<file path="src/rtl/pcileech_board_pkg.sv">
// rtl/pcileech_board_pkg.sv - shared types and constants for the board control block
// Holds the reset-sequencer state encoding, the lower bounds applied to the
// timing parameters, and a small clamp helper used by the design files.
package pcileech_board_pkg;

    typedef enum logic [1:0] {
        S_RST       = 2'd0,
        S_SYS_HOLD  = 2'd1,
        S_PCIE_WAIT = 2'd2,
        S_RUN       = 2'd3
    } board_state_e;

    localparam int MIN_DEBOUNCE_CYCLES       = 2;
    localparam int MIN_LED_STRETCH_CYCLES    = 1;
    localparam int MIN_RST_HOLD_CYCLES       = 1;
    localparam int MIN_PCIE_RST_DELAY_CYCLES = 1;

    // Parameters below their minimum are raised to it rather than
    // producing zero-width counters or wrapped reload values.
    function automatic int clamp_min(input int value, input int floor_v);
        return (value < floor_v) ? floor_v : value;
    endfunction

endpackage

</file>
<file path="src/rtl/pcileech_debounce.sv">
// rtl/pcileech_debounce.sv - two-flop synchronizer plus debounce for one active-low button
// Ports: clk/rst (async active-high), btn_n_i raw button (low = pressed),
// level_o debounced level (1 = pressed), press_o one-cycle pulse on 0->1.
module pcileech_debounce
    import pcileech_board_pkg::*;
#(
    parameter int DEBOUNCE_CYCLES = 1000000
) (
    input  logic clk,
    input  logic rst,
    input  logic btn_n_i,
    output logic level_o,
    output logic press_o
);

    localparam int DB    = clamp_min(DEBOUNCE_CYCLES, MIN_DEBOUNCE_CYCLES);
    localparam int CNT_W = $clog2(DB + 1);

    logic             sync1_q;
    logic             sync2_q;
    logic             level_q;
    logic             level_d;
    logic             press_q;
    logic [CNT_W-1:0] cnt_q;
    logic [CNT_W-1:0] cnt_d;
    logic             pressed_s;

    assign pressed_s = ~sync2_q;

    // Any sample that agrees with the current level restarts the run, so
    // only DB consecutive disagreeing samples can flip the level.
    always_comb begin
        level_d = level_q;
        cnt_d   = '0;
        if (pressed_s != level_q) begin
            if (cnt_q == CNT_W'(DB - 1)) begin
                level_d = ~level_q;
            end else begin
                cnt_d = cnt_q + CNT_W'(1);
            end
        end
    end

    always_ff @(posedge clk or posedge rst) begin
        if (rst) begin
            sync1_q <= 1'b1;
            sync2_q <= 1'b1;
            level_q <= 1'b0;
            cnt_q   <= '0;
            press_q <= 1'b0;
        end else begin
            sync1_q <= btn_n_i;
            sync2_q <= sync1_q;
            level_q <= level_d;
            cnt_q   <= cnt_d;
            press_q <= level_d & ~level_q;
        end
    end

    assign level_o = level_q;
    assign press_o = press_q;

endmodule

</file>
<file path="src/rtl/pcileech_board_ctl.sv">
// rtl/pcileech_board_ctl.sv - buttons, activity LEDs and reset sequencing for the board
// Ports: clk/rst (async active-high), btn_n raw buttons, pcie_perst_n_in raw
// PERST#, led_act activity strobes, led_invert LED polarity; outputs
// btn_level/btn_press debounced buttons, sys_rst_out, pcie_rst_n_out, led_out.
// Button 0 is the soft-reset button feeding the sequencer.
module pcileech_board_ctl
    import pcileech_board_pkg::*;
#(
    parameter int NUM_BTN               = 2,
    parameter int NUM_LED               = 2,
    parameter int DEBOUNCE_CYCLES       = 1000000,
    parameter int LED_STRETCH_CYCLES    = 10000000,
    parameter int RST_HOLD_CYCLES       = 256,
    parameter int PCIE_RST_DELAY_CYCLES = 1024
) (
    input  logic               clk,
    input  logic               rst,
    input  logic [NUM_BTN-1:0] btn_n,
    input  logic               pcie_perst_n_in,
    input  logic [NUM_LED-1:0] led_act,
    input  logic               led_invert,
    output logic [NUM_BTN-1:0] btn_level,
    output logic [NUM_BTN-1:0] btn_press,
    output logic               sys_rst_out,
    output logic               pcie_rst_n_out,
    output logic [NUM_LED-1:0] led_out
);

    localparam int STRETCH = clamp_min(LED_STRETCH_CYCLES, MIN_LED_STRETCH_CYCLES);
    localparam int RH      = clamp_min(RST_HOLD_CYCLES, MIN_RST_HOLD_CYCLES);
    localparam int PD      = clamp_min(PCIE_RST_DELAY_CYCLES, MIN_PCIE_RST_DELAY_CYCLES);
    localparam int LED_W   = $clog2(STRETCH + 1);
    localparam int SEQ_MAX = (RH > PD) ? RH : PD;
    localparam int SEQ_W   = $clog2(SEQ_MAX + 1);

    for (genvar b = 0; b < NUM_BTN; b++) begin : g_btn
        pcileech_debounce #(
            .DEBOUNCE_CYCLES(DEBOUNCE_CYCLES)
        ) u_debounce (
            .clk    (clk),
            .rst    (rst),
            .btn_n_i(btn_n[b]),
            .level_o(btn_level[b]),
            .press_o(btn_press[b])
        );
    end

    // Activity LEDs: a strobe reloads the full on-time even mid-countdown.
    for (genvar l = 0; l < NUM_LED; l++) begin : g_led
        logic [LED_W-1:0] led_cnt_q;

        always_ff @(posedge clk or posedge rst) begin
            if (rst) begin
                led_cnt_q <= '0;
            end else if (led_act[l]) begin
                led_cnt_q <= LED_W'(STRETCH);
            end else if (led_cnt_q != '0) begin
                led_cnt_q <= led_cnt_q - LED_W'(1);
            end
        end

        assign led_out[l] = (led_cnt_q != '0) ^ led_invert;
    end

    logic perst_s1_q;
    logic perst_s2_q;

    always_ff @(posedge clk or posedge rst) begin
        if (rst) begin
            perst_s1_q <= 1'b1;
            perst_s2_q <= 1'b1;
        end else begin
            perst_s1_q <= pcie_perst_n_in;
            perst_s2_q <= perst_s1_q;
        end
    end

    board_state_e     state_q;
    board_state_e     state_d;
    logic [SEQ_W-1:0] seq_cnt_q;
    logic [SEQ_W-1:0] seq_cnt_d;
    logic             sys_rst_q;
    logic             sys_rst_d;

    always_ff @(posedge clk or posedge rst) begin
        if (rst) begin
            state_q   <= S_RST;
            seq_cnt_q <= '0;
            sys_rst_q <= 1'b1;
        end else begin
            state_q   <= state_d;
            seq_cnt_q <= seq_cnt_d;
            sys_rst_q <= sys_rst_d;
        end
    end

    always_comb begin
        state_d   = state_q;
        seq_cnt_d = seq_cnt_q;
        case (state_q)
            S_RST: begin
                state_d   = S_SYS_HOLD;
                seq_cnt_d = SEQ_W'(RH - 1);
            end
            S_SYS_HOLD: begin
                if (seq_cnt_q == '0) begin
                    state_d   = S_PCIE_WAIT;
                    seq_cnt_d = SEQ_W'(PD - 1);
                end else begin
                    seq_cnt_d = seq_cnt_q - SEQ_W'(1);
                end
            end
            S_PCIE_WAIT: begin
                if (seq_cnt_q == '0) begin
                    state_d = S_RUN;
                end else begin
                    seq_cnt_d = seq_cnt_q - SEQ_W'(1);
                end
            end
            S_RUN: begin
                state_d = S_RUN;
            end
            default: begin
                state_d = S_RST;
            end
        endcase
        // Soft reset overrides any expiry happening in the same cycle.
        if (state_q != S_RST && btn_press[0]) begin
            state_d   = S_SYS_HOLD;
            seq_cnt_d = SEQ_W'(RH - 1);
        end
    end

    // sys_rst is registered from the next state so it tracks the FSM
    // without a one-cycle lag.
    always_comb begin
        sys_rst_d      = (state_d == S_RST) || (state_d == S_SYS_HOLD);
        pcie_rst_n_out = (state_q == S_RUN) && perst_s2_q;
    end

    assign sys_rst_out = sys_rst_q;

endmodule

</file>
<file path="config.mk">
export PLATFORM = sky130hd
export DESIGN_NAME = pcileech_board_ctl
export DESIGN_NICKNAME = d
export VERILOG_FILES = /design/src/rtl/pcileech_board_pkg.sv /design/src/rtl/pcileech_debounce.sv /design/src/rtl/pcileech_board_ctl.sv
export SDC_FILE = /design/constraint.sdc
export NUM_CORES = 1
export LEC_CHECK = 0
export ABC_CLOCK_PERIOD_IN_PS = 10020
export BUFFER_PORTS_ARGS = -buffer_cell sky130_fd_sc_hd__buf_2
export CORE_ASPECT_RATIO = 1.5
export CORE_MARGIN = 5
export CORE_UTILIZATION = 48
export DETAILED_ROUTE_END_ITERATION = 10
export GPL_TIMING_DRIVEN = 0
export SLEW_MARGIN = 10
export SYNTH_ARGS = -nofsm -noshare
export SYNTH_HDL_FRONTEND = slang
export SYNTH_SLANG_ARGS = --single-unit
</file>
<file path="constraint.sdc">
create_clock -name clk -period 10.02 [get_ports clk]
set_input_delay 2.004 -clock clk [delete_from_list [all_inputs] [get_ports clk]]
set_output_delay 2.004 -clock clk [all_outputs]
set_load 0.02 [all_outputs]
</file>
# ---- Word-level counts from Yosys, hierarchy flattened
# Cells that the tools add are included.
dict set report totals {
  register_bits 112
  inputBits 8
  output_inout_bits 8
  elab_cells 72
}
dict set report op_classes {
  add_sub_neg 5
  n_eq_ne 9
  muxes 20
  bitwise 8
  n_reduce_logical 13
}
# cell n
set ops {}
lappend ops {{two-way mux 24 bit} 4}
lappend ops {{two-way mux 20 bit} 4}
lappend ops {{nonzero test 24 bit} 2}
lappend ops {{subtractor 24 x 1 -> 24 bit (second input constant)} 2}
lappend ops {{adder 20 x 1 -> 20 bit (second input constant)} 2}
lappend ops {{equality test 20 bit (second input constant)} 2}
lappend ops {{two-way mux 11 bit} 3}
lappend ops {{case mux 11 bit (3 select lines)} 1}
lappend ops {{logical NOT 11 bit} 1}
lappend ops {{subtractor 11 x 1 -> 11 bit (second input constant)} 1}
lappend ops {{case mux 2 bit (4 select lines)} 1}
lappend ops {{two-way mux 2 bit} 3}
lappend ops {{nonzero test 2 bit} 3}
lappend ops {{equality test 2 x 1 -> 1 bit (second input constant)} 2}
lappend ops {{equality test 2 bit (second input constant)} 2}
lappend ops {{logical NOT 2 bit} 2}
lappend ops {{two-way mux 1 bit} 4}
lappend ops {{NOT 1 bit} 4}
lappend ops {{nonzero test 4 bit} 1}
lappend ops {{inequality test 3 bit (second input constant)} 1}
lappend ops {{bitwise AND 1 bit} 2}
lappend ops {{logical AND 1 bit} 2}
lappend ops {{inequality test 1 bit} 2}
lappend ops {{AND reduction 2 bit} 1}
lappend ops {{2 further kinds} 3}

# ---- Longest topological paths before layout
# Gate-level depths: netlist of run 1.
dict set report logic_depth {
  depth_word 6
  mapped_depth 10
  mapped_depth_nobuf 7
}

# ---- By module
# A second synthesis of run 1 with hierarchy kept.
dict set report unflattened {
  cells_unflattened 593
  hier_area_um2 5910.7
}
# mod n_inst cells_per_inst area_each_um2 seq_area_each_um2
set modules_own_cells {}
lappend modules_own_cells {pcileech_board_ctl 1 377 3618.5 1605.3}
lappend modules_own_cells {pcileech_debounce 2 108 1146.1 603.1}

# ---- Least setup slack after synthesis of run 1
# Ideal clock, no wire load.
dict set report synth_path {
  path_kind {input to output}
  from {in led_invert}
  to {out led_out[0]}
  t_arrival_ps 2358
  required_ps 8016
  slack_ps 5658
  stages 1
  n_path_buf 0
  path_cell_list {xor2_1}
}
dict set report synth_via {
  elab_chain_cells 1
}
# item line_no
set synth_rtl {}
lappend synth_rtl {{start, declared} pcileech_board_ctl.sv:21} ;# input logic led_invert,
lappend synth_rtl {{XOR 1 bit} pcileech_board_ctl.sv:62} ;# assign led_out[l] = (led_cnt_q != '0) ^ led_invert;
lappend synth_rtl {{end, declared} pcileech_board_ctl.sv:26} ;# output logic [NUM_LED-1:0] led_out
# No other way between the ends.

# ---- Final worst setup path of run 1
dict set report layout_path {
  from {reg g_led[1].led_cnt_q[20]}
  to {out led_out[1]}
}
dict set report layout_via {
  elab_chain_cells 2
}
# item line_no
set layout_rtl {}
lappend layout_rtl {{start, declared} pcileech_board_ctl.sv:50} ;# logic [LED_W-1:0] led_cnt_q;
lappend layout_rtl {{start signal, assigned} pcileech_board_ctl.sv:56} ;# led_cnt_q <= LED_W'(STRETCH);
lappend layout_rtl {{start signal, assigned} pcileech_board_ctl.sv:58} ;# led_cnt_q <= led_cnt_q - LED_W'(1);
lappend layout_rtl {{nonzero test 24 bit} pcileech_board_ctl.sv:62}
lappend layout_rtl {{XOR 1 bit} pcileech_board_ctl.sv:62}
# No other way between the ends.

==> results of run 1 <==
-- critical path, stage by stage, from the launching register on --
cell and delay (ns):
dfrtp_1 0.40, or4_1 0.63, nor4_1 0.72, clkbuf_1 0.41, nand2_1 0.27, xor2_1 0.22
buf_2 0.17
-- registers in the layout, summed over array words and instances (netlist names) --
| signal | count |
|---|---|
| g_btn.u_debounce.level_o | 2 |
| g_led.led_cnt_q | 48 |
| perst_s1_q | 1 |
| seq_cnt_q | 11 |
| perst_s2_q | 1 |
| state_q | 2 |
| g_btn.u_debounce.sync2_q | 2 |
| g_btn.u_debounce.press_o | 2 |
| g_btn.u_debounce.cnt_q | 40 |
| g_btn.u_debounce.sync1_q | 2 |
| sys_rst_out | 1 |
-- metal layers --
layer	wire length, um	GRT usage	vias up
li1	-	-	2158
met1	4947	0.1997	2091
met2	5739	0.3050	36
met3	215	0.02686	11
met4	164	0.07266	0
met5	0	0	-
-- synthesized netlist by cell type, types with 3 or more instances --
library cell / number / share of area
inv_1: 18 / 0.012
and3_1: 4 / 0.0043
a21oi_1: 21 / 0.018
and4_1: 5 / 0.0075
nor2_1: 102 / 0.066
ha_1: 12 / 0.026
clkbuf_1: 16 / 0.010
or3_1: 13 / 0.014
o21a_1: 3 / 0.0039
nand4_1: 9 / 0.0097
xor2_1: 38 / 0.057
a21o_1: 3 / 0.0039
o31ai_1: 5 / 0.0065
nand3b_1: 6 / 0.0078
nor4b_1: 6 / 0.0091
nand2_1: 25 / 0.016
nand2b_1: 14 / 0.015
o21ai_0: 13 / 0.011
or4_1: 9 / 0.012
a2111oi_0: 3 / 0.0045
nor3_1: 18 / 0.016
o22a_1: 4 / 0.0060
nand3_1: 25 / 0.022
xnor2_1: 36 / 0.054
nor4_1: 17 / 0.018
a211oi_1: 9 / 0.012
dfstp_2: 7 / 0.032
a31oi_1: 3 / 0.0032
buf_4: 4 / 0.0052
dfrtp_1: 105 / 0.45
-- logic make-up (layout without fill, tap and decap cells) --
family / count (synthesis) / in the layout / synth area share
and+or+nand+nor: 274 / 274 / 0.2482
xor gates and xnor gates: 74 / 74 / 0.1117
adders and majority gates: 12 / 12 / 0.02588
buffers and inverters: 41 / 73 / 0.03170
DFF: 112 / 112 / 0.4846
AOI/OAI and AO/OA: 82 / 82 / 0.09446
muxes: 2 / 2 / 0.003451
-- metrics by stage --
stage | std cells | hold slack [ns]
final | 782 | 0.3586
after global routing | 782 | 0.3648
after CTS | 782 | 0.3606
after detailed placement | 766 | 0.3473
after global placement | 765 | 0.3454
after floorplan | 597 | 0.3452
-- power groups by stage --
stage                     Sequential [mW]  Combinational (mW)  Clock (mW)
after detailed placement            0.499              0.0911           0
after floorplan                     0.494              0.0721           0
after global placement              0.498              0.0888           0
after CTS                           0.490              0.0921       0.346
after global routing                0.494               0.103       0.365
final                               0.490              0.0903       0.334
-- cells in the final DEF, fill, tap and decap left out, drive strengths merged, types with 4 or more instances in the layout --
cell	instances
o31ai	5
xor2	38
and3	4
nand2	25
nor4	18
o21ai	14
or3	15
nor2	102
dfstp	7
inv	19
a21oi	21
nand4	9
nor4b	6
buf	23
nand2b	14
nor3	18
xnor2	36
and4	5
dfrtp	105
ha	12
clkbuf	26
a211oi	9
o22a	4
clkinvlp	4
nand3b	6
or4	11
nand3	25
-- cell type report --
class | count | area (um^2)
Tap cell | 153 | 191.4
Fill cell | 1116 | 5582
Inverter | 18 | 72.57
Buffer | 23 | 116.4
Timing Repair Buffer | 16 | 102.6
Multi-Input combinational cell | 444 | 2806
Clock inverter | 6 | 43.79
Clock buffer | 10 | 229.0
Sequential cell | 112 | 2811
-- worst min path at each step --
stage / start / end / slack [ns] / depth (start not counted)
after floorplan: g_btn[0].u_debounce.sync1_q / g_btn[0].u_debounce.sync2_q / 0.35 / 0
after global placement: g_btn[1].u_debounce.sync1_q / g_btn[1].u_debounce.sync2_q / 0.35 / 0
after detailed placement: g_btn[1].u_debounce.sync1_q / g_btn[1].u_debounce.sync2_q / 0.35 / 0
after CTS: g_btn[1].u_debounce.sync1_q / g_btn[1].u_debounce.sync2_q / 0.36 / 0
after global routing: g_btn[1].u_debounce.sync1_q / g_btn[1].u_debounce.sync2_q / 0.36 / 0
final: g_btn[1].u_debounce.sync1_q / g_btn[1].u_debounce.sync2_q / 0.36 / 0
==> summary.txt, run 1 <==
Drt
  • Pre-antenna DRT Iters: 4
  • Vias: 4296
  • DR iter-0 viols: 111
  • DRC errors left: 0
  • Routed Wire Length: 11.07 mm
  • ANT nets after route: 0
  • Wire length per cell: 14.15 um
  • Post-DR vias/cell: 5.494

Timing
  • # setup viols final: 0
  • Max-slew headroom: 0.2173
  • RSZ-0062 raised after global routing: false
  • Crit share post-route: 0.5159
  • Slew @ Worst Pin: 1.163 ns
  • Min cycle time layout: 5.169 ns
  • Final WS setup: 4.851 ns
  • Max-slew violations: 0
  • Final hold vios: 0
  • F_max: 0.1935 GHz
  • Total negative slack: 0 ns
  • Clock skew: 0.007434 ns

Flow run
  • Max cap viols: 0

Worst setup path
  • Crit-path max FO: 10
  • Startpoint types: flop
  • RR Startpoint: g_led[1].led_cnt_q[20]
  • Worst reg-to-reg setup slack: 7.12 ns
  • Critical path class: reg -> out
  • Worst path arrival time: 3.17 ns
  • FF-to-FF End: g_led[1].led_cnt_q[10]
  • Setup crit end: led_out[1]
  • Crit path from: g_led[1].led_cnt_q[20]
  • Worst setup EP type: output pin
  • Data required, critical path: 8.02 ns
  • Cell depth of the worst flop-to-flop path: 6

CTS
  • Quantity of gates resized following cts: 0
  • H-tree levels: 3
  • Cts hold-fix bufs: 0
  • Worst-skew pair later-pin latency: 0.35 ns
  • CTS tree: done
  • Clk pin slew, worst setup/hold paths: 0.08 ns
  • Worst-case clock buffer depth: 2
  • Total CTS buffers: 9
  • Root Driver: clkbuf_16
  • Postcts setup bufs: 0
  • CTS sink cnt: 112

Floorplanning
  • Initial Util: 0.4853
  • FP Rows: 49
  • # IOs: 16
  • Die X: 99.77 um
  • Full die area: 0.01443 mm^2
  • Die span in y: 144.7 um
  • Core area: 0.01196 mm^2

Global routing
  • First-pass GRT wire length: 20.09 mm
  • Largest net degree at the start of global routing: 88
  • Grt total ovfl: 0
  • Gr usage total: 0.1697
  • Initial antenna violation count: 0
  • Vias in the first global route: 4474

Yosys
  • Syn Area/Cell: 9.718 um^2
  • Ys flop type: dfrtp_1
  • Post-synthesis sequential area ratio: 0.4846
  • Synth async-reset ratio: 1.000
  • FF+latch count, synth: 112
  • Mapped Area: 0.005802 mm^2
  • Syn_nets: 617
  • Syn Inst Count: 597
  • Yosys Warn Count: 0
  • Netlist cell types: 60
  • Number of enable flip-flop cells after synthesis: 0

Place
  • Dpl hpwl: 7.852 mm
  • Routability cong.: 0.7925
  • Pre-CTS setup slack: 5.237 ns
  • IO Port Bufs: 15
  • Placed inst area: 0.006101 mm^2

Power
  • Worst VDD drop: 85.25 uV
  • Clock network power share: 0.365
  • Switch Pwr: 0.2346 mW
  • Register share of total power: 0.536
  • Leakage: 2.564 nW
  • Internal: 0.6792 mW
  • Switching share of total power: 0.2568
  • Pwr Density: 143.4 mW/mm^2
  • Total power: 0.9138 mW
  • Combinational Power Share: 0.099

Layout
  • N_diodes: 0
  • Fin util: 0.5331
  • Post-route cell area: 0.006374 mm^2
  • Layout Nets: 644
  • Area Growth Syn to Fin: 9.855%
  • Share of layout cells above drive strength 1: 0.08903

Hold path
  • Worst hold-check path type: reg -> reg

Outcome
  • Status: complete, no violations
Note: power is estimated with default switching activity, not from simulation.
==> run 2, diff against run 1 <==
ABC_AREA = 1   (was unset)
ABC_CLOCK_PERIOD_IN_PS = 5380   (was 10020)
clock period = 5.38 ns   (was 10.02 ns; I/O delays follow)
==> summary.txt, run 2 <==
Outcome
  • Status: complete, no violations

Layout
  • Number of fill cells in the layout: 1372
  • Most frequent cells in the layout: nand2_1, nor2_1, inv_1, dfrtp_1, nand3_1
  • Seq. cell area: 0.002811 mm^2
  • N_diodes: 0
  • Largest register by flop count: g_led.led_cnt_q
  • Commonest non-fill, non-tap cell in the layout: nand2_1
  • Area Growth Syn to Fin: 8.864%
  • Fin util: 0.5345
  • Share of layout cells above drive strength 1: 0.09368
  • Post-route cell area: 0.007268 mm^2
  • Layout Nets: 965
  • Largest register FFs: 48
  • Multi-input gate area: 0.003342 mm^2
  • Largest regs: g_led.led_cnt_q x48, g_btn.u_debounce.cnt_q x40, seq_cnt_q x11

Hold path
  • Worst hold-check path type: reg -> reg
  • Hold_sp: perst_s1_q

Yosys
  • Yosys Warn Count: 0
  • Synth async-reset ratio: 1.000
  • Syn Area/Cell: 7.273 um^2
  • Mapped Area: 0.006676 mm^2
  • Syn_nets: 938
  • Most common cell in the netlist: nand2_1
  • Top cell type's share of synthesized area: 0.3936
  • Post-synthesis sequential area ratio: 0.4211
  • FF+latch count, synth: 112
  • Ys flop type: dfrtp_1
  • Number of enable flip-flop cells after synthesis: 0
  • Synth top cells by count: nand2_1, nor2_1, inv_1, dfrtp_1, nand3_1
  • Synth area leader: dfrtp_1
  • Synth top area cells: dfrtp_1, nand2_1, nor2_1
  • Netlist cell types: 41
  • Syn Inst Count: 918

Worst setup path
  • Worst setup EP type: output pin
  • Worst path arrival time: 2.00 ns
  • Crit-path max FO: 7
  • Startpoint types: flop
  • Data required, critical path: 4.30 ns
  • Critical path class: reg -> out
  • RR Startpoint: g_led[1].led_cnt_q[0]
  • Crit path from: g_led[1].led_cnt_q[0]

Floorplanning
  • # IOs: 16
  • Initial Util: 0.4910
  • Full die area: 0.01642 mm^2
  • Die X: 106.3 um
  • Die span in y: 154.4 um
  • Core area: 0.01360 mm^2
  • FP Rows: 52

CTS
  • Total CTS buffers: 9
  • CTS tree: done
  • Root Driver: clkbuf_16
  • Quantity of gates resized following cts: 0
  • Cts hold-fix bufs: 0
  • Clk pin slew, worst setup/hold paths: 0.08 ns
  • Postcts setup bufs: 0
  • CTS sink cnt: 112
  • Worst-case clock buffer depth: 2
  • H-tree levels: 3
  • Worst-skew pair later-pin latency: 0.36 ns

Power
  • Pwr Density: 240.0 mW/mm^2
  • Total power: 1.744 mW
  • Worst VDD drop: 145.8 uV
  • Leakage: 3.429 nW

Timing
  • Max-slew headroom: 0.5556
  • # setup viols final: 0
  • RSZ-0062 raised after global routing: false
  • Crit share post-route: 0.5722
  • Final WS setup: 2.302 ns
  • Slew @ Worst Pin: 0.6644 ns
  • F_max: 0.3249 GHz
  • Hold Slack: 0.3662 ns
  • Max-slew violations: 0
  • Clock skew: 0.01135 ns
  • Final hold vios: 0
  • Min cycle time layout: 3.078 ns

Drt
  • Pre-antenna DRT Iters: 5
  • Vias: 5831
  • Post-DR vias/cell: 5.244
  • Routed Wire Length: 15.17 mm
  • DR iter-0 viols: 283
  • DRC errors left: 0
  • ANT nets after route: 0
  • Wire length per cell: 13.64 um

Global routing
  • Largest net degree at the start of global routing: 70
  • Gr usage total: 0.1972
  • Grt total ovfl: 0
  • First-pass GRT wire length: 26.57 mm
  • Initial antenna violation count: 0
  • Vias in the first global route: 5828

Place
  • Routability cong.: 0.9303
  • Placed inst area: 0.006987 mm^2
  • IO Port Bufs: 15
  • Pre-CTS setup slack: 2.694 ns
  • Dpl hpwl: 11.57 mm

Flow run
  • Max cap viols: 0
## run 2: cell types whose count changed in the layout (fill, tap and decap cells not counted), sizes merged, moves of 11 or more
| cell | change |
|---|---|
| nand2 | +172 |
| inv | +107 |
| nor2 | +100 |
| nand3 | +59 |
| xnor2 | -30 |
| nand4 | +28 |
| nor4 | -16 |
| or3 | -15 |
| nand2b | -14 |
| xor2 | -13 |
| clkbuf | -12 |
| or4 | -11 |
## run 2: worst paths after layout
kind / to / slack (ns) / depth (start not counted)
min: perst_s2_q / 0.37 / 0
min reg2reg: perst_s2_q / 0.37 / 0
max: led_out[1] / 2.30 / 8
min in group asynchronous: g_btn[1].u_debounce.level_o / 0.73 / 2
max reg2reg: g_led[1].led_cnt_q[14] / 3.54 / 7
max in group asynchronous: g_btn[0].u_debounce.sync2_q / 3.92 / 3
## run 2: logic make-up (layout without fill, tap and decap cells)
family          count (synthesis)  count (layout)  share of synthesized area
compound gates                 56              56                    0.04629
xor+xnor                       31              31                    0.04179
fa+ha+maj                      12              12                    0.02249
buf+inv                       133             165                    0.07833
flops                         112             112                     0.4211
simple gates                  574             574                     0.3900
## run 2: layout make-up
cell class	instances	share of cell area
multi-input cells	673	0.4598
flip-flops and latches	112	0.3868
inverters	123	0.06421
clock buffers	10	0.03150
well taps	162	0.02789
repair buffers	16	0.01412
plain buffers	10	0.008435
clock inverters	6	0.007230
## run 2: worst max-delay path, stage by stage (launching register included)
cell and delay (ns):
dfrtp_1 0.40, inv_1 0.22, ha_1 0.22, nand2_1 0.06, nor2_1 0.13, nand2_2 0.11, nor2_4 0.20, xnor2_1 0.14
buf_2 0.18
## run 2: metal layers
layer | up-vias | wire (um) | track usage
met4 | 0 | 497 | 0.09259
li1 | 2984 | - | -
met3 | 33 | 448 | 0.02210
met2 | 107 | 7815 | 0.3548
met1 | 2707 | 6407 | 0.2326
met5 | - | 0 | 0
## run 2: power breakdown
| group | internal [mW] | total [mW] | switching, mW |
|---|---|---|---|
| Clock | 0.323 | 0.654 | 0.331 |
| Sequential | 0.870 | 0.898 | 0.0279 |
| Combinational | 0.0592 | 0.192 | 0.132 |
## run 2: through the flow
| stage | instances | TNS [ns] |
|---|---|---|
| 3_3_place_gp | 1095 | -2.345 |
| 4_1_cts | 1112 | 0 |
| 5_1_grt | 1112 | 0 |
| 2_1_floorplan | 918 | 0 |
| 3_5_place_dp | 1096 | 0 |
| 6_report | 1112 | 0 |
==> run 3, diff against run 2 <==
ABC_CLOCK_PERIOD_IN_PS = 2900   (was 5380)
clock period = 2.9 ns   (was 5.38 ns; I/O delays follow)
==> summary.txt, run 3 (synthesized netlist as in run 2, its figures left out) <==
Worst setup path
  • Startpoint types: flop
  • Worst path arrival time: 1.98 ns
  • Stages on worst setup path: 8
  • Slowest cell on the critical path: dfrtp_1
  • Setup crit end: led_out[1]
  • Delay-heaviest family, CP: simple AND/OR/NAND/NOR gates
  • Critical path class: reg -> out
  • Data required, critical path: 2.32 ns
  • Critical path, cell by cell: inv_1, ha_1, nand2_1, nor2_1, nand2_2, nor2_4, xnor2_1, buf_2
  • Worst setup EP type: output pin
  • RR Startpoint: state_q[0]
  • Crit-path max FO: 7
  • FF-to-FF End: seq_cnt_q[6]
  • Cell depth of the worst flop-to-flop path: 8
  • CP peak stage delay: 0.40 ns
  • Worst reg-to-reg setup slack: 1.07 ns
  • Worst path bufs/invs: 2
  • Crit path from: g_led[1].led_cnt_q[0]

Layout
  • Commonest non-fill, non-tap cell in the layout: nand2_1
  • Post-route cell area: 0.007333 mm^2
  • Largest register FFs: 48
  • Number of fill cells in the layout: 1322
  • Most frequent cells in the layout: nand2_1, nor2_1, inv_1, dfrtp_1, nand3_1
  • N_diodes: 0
  • Largest regs: g_led.led_cnt_q x48, g_btn.u_debounce.cnt_q x40, seq_cnt_q x11
  • Area Growth Syn to Fin: 9.839%
  • Share of layout cells above drive strength 1: 0.09664
  • Largest register by flop count: g_led.led_cnt_q
  • Non-Filler Instances: 1114
  • Layout Nets: 967

Timing
  • F_max: 0.3904 GHz
  • # setup viols final: 0
  • Slew @ Worst Pin: 0.6728 ns
  • Max-slew violations: 0
  • Clock skew: 0.008681 ns
  • Min cycle time layout: 2.562 ns
  • Max-slew headroom: 0.5499
  • Total negative slack: 0 ns
  • Final hold vios: 0
  • Crit share post-route: 0.8834
  • RSZ-0062 raised after global routing: false

Drt
  • Vias: 5832
  • DRC errors left: 0
  • Post-DR vias/cell: 5.235
  • ANT nets after route: 0
  • Wire length per cell: 13.47 um
  • DR iter-0 viols: 277
  • Routed Wire Length: 15.00 mm
  • Pre-antenna DRT Iters: 5

CTS
  • H-tree levels: 3
  • Worst-case clock buffer depth: 2
  • CTS tree: done
  • Quantity of gates resized following cts: 0
  • CTS sink cnt: 112
  • Root Driver: clkbuf_16
  • Postcts setup bufs: 0
  • Clk pin slew, worst setup/hold paths: 0.08 ns
  • Worst-skew pair later-pin latency: 0.35 ns
  • Total CTS buffers: 9
  • Cts hold-fix bufs: 0

Floorplanning
  • Full die area: 0.01642 mm^2
  • Core area: 0.01360 mm^2
  • Die X: 106.3 um
  • Initial Util: 0.4910
  • FP Rows: 52
  • # IOs: 16
  • Die span in y: 154.4 um

Place
  • Cell count after placement: 1098
  • Placed inst area: 0.007018 mm^2
  • Routability cong.: 0.9044
  • Dpl hpwl: 11.55 mm
  • IO Port Bufs: 15

Flow run
  • Max cap viols: 0

Global routing
  • Gr usage total: 0.1936
  • Largest net degree at the start of global routing: 38
  • Grt total ovfl: 0
  • Vias in the first global route: 5775
  • Initial antenna violation count: 0
  • First-pass GRT wire length: 26.10 mm

Power
  • Leakage: 3.452 nW
  • Pwr Density: 454.1 mW/mm^2
  • Worst VDD drop: 316.8 uV

Hold path
  • Worst hold-check path type: in -> async

Outcome
  • Status: complete, no violations
run 3: cell types whose count changed in the layout (fill, tap and decap cells not counted):
cell,previous run,this run
clkinvlp_4,1,3
clkbuf_1,5,4
buf_16,1,0
bufinv_16,0,1
buf_12,0,3
inv_6,2,1
inv_8,2,0
clkbuf_8,0,2
clkinv_2,1,0
run 3: power breakdown:
group / total (mW) / internal [mW] / switching [mW]
registers: 1.67 / 1.61 / 0.0522
clock network: 1.30 / 0.722 / 0.579
logic: 0.362 / 0.114 / 0.248
total: 3.33 / 2.45 / 0.879
run 3: worst reg2reg max path: cells and delay by family (launching register included):
kind	cells	cell delay, ns
AND/OR/NAND/NOR	3	0.58
flip-flops	1	0.41
buffers and inverters	3	0.25
adder cells (fa/ha/maj)	1	0.25
AO/OA/AOI/OAI	1	0.22
run 3: worst min-delay path by stage:
stage / startpoint / end
after floorplan: g_btn[0].u_debounce.sync1_q / g_btn[0].u_debounce.sync2_q
after global placement: g_btn[1].u_debounce.sync1_q / g_btn[1].u_debounce.sync2_q
after detailed placement: perst_s1_q / perst_s2_q
after CTS: rst / g_btn[1].u_debounce.cnt_q[1]
after global routing: rst / g_btn[1].u_debounce.cnt_q[1]
final: rst / g_btn[1].u_debounce.cnt_q[1]
run 3: per-layer routing:
| metal | vias up | track usage | part of all wire |
|---|---|---|---|
| li1 | 2986 | - | - |
| met1 | 2699 | 0.2293 | 0.42 |
| met2 | 121 | 0.3539 | 0.52 |
| met3 | 26 | 0.01918 | 0.030 |
| met4 | 0 | 0.08148 | 0.028 |
| met5 | - | 0 | 0 |
run 3: stage by stage:
stage	setup WS, ns	hold slack [ns]	utilization	power (mW)
final	0.3383	0.2250	0.5393	3.330
after global routing	0.1537	0.2624	0.5393	3.497
after CTS	0.3111	0.2240	0.5393	3.386
after detailed placement	0.7187	0.3535	0.5161	2.061
after global placement	0.1552	0.3485	0.5117	2.043
after floorplan	0.9195	0.3452	-	1.950
run 3: cell type report:
| class | count | area, um^2 | area share |
|---|---|---|---|
| Timing Repair Buffer | 18 | 135.1 | 0.01843 |
| Tap cell | 162 | 202.7 | 0.02764 |
| Sequential cell | 112 | 2811 | 0.3834 |
| Clock inverter | 5 | 62.56 | 0.008531 |
| Inverter | 123 | 465.4 | 0.06347 |
| Multi-Input combinational cell | 673 | 3342 | 0.4557 |
| Buffer | 10 | 61.31 | 0.008360 |
| Clock buffer | 11 | 252.7 | 0.03447 |
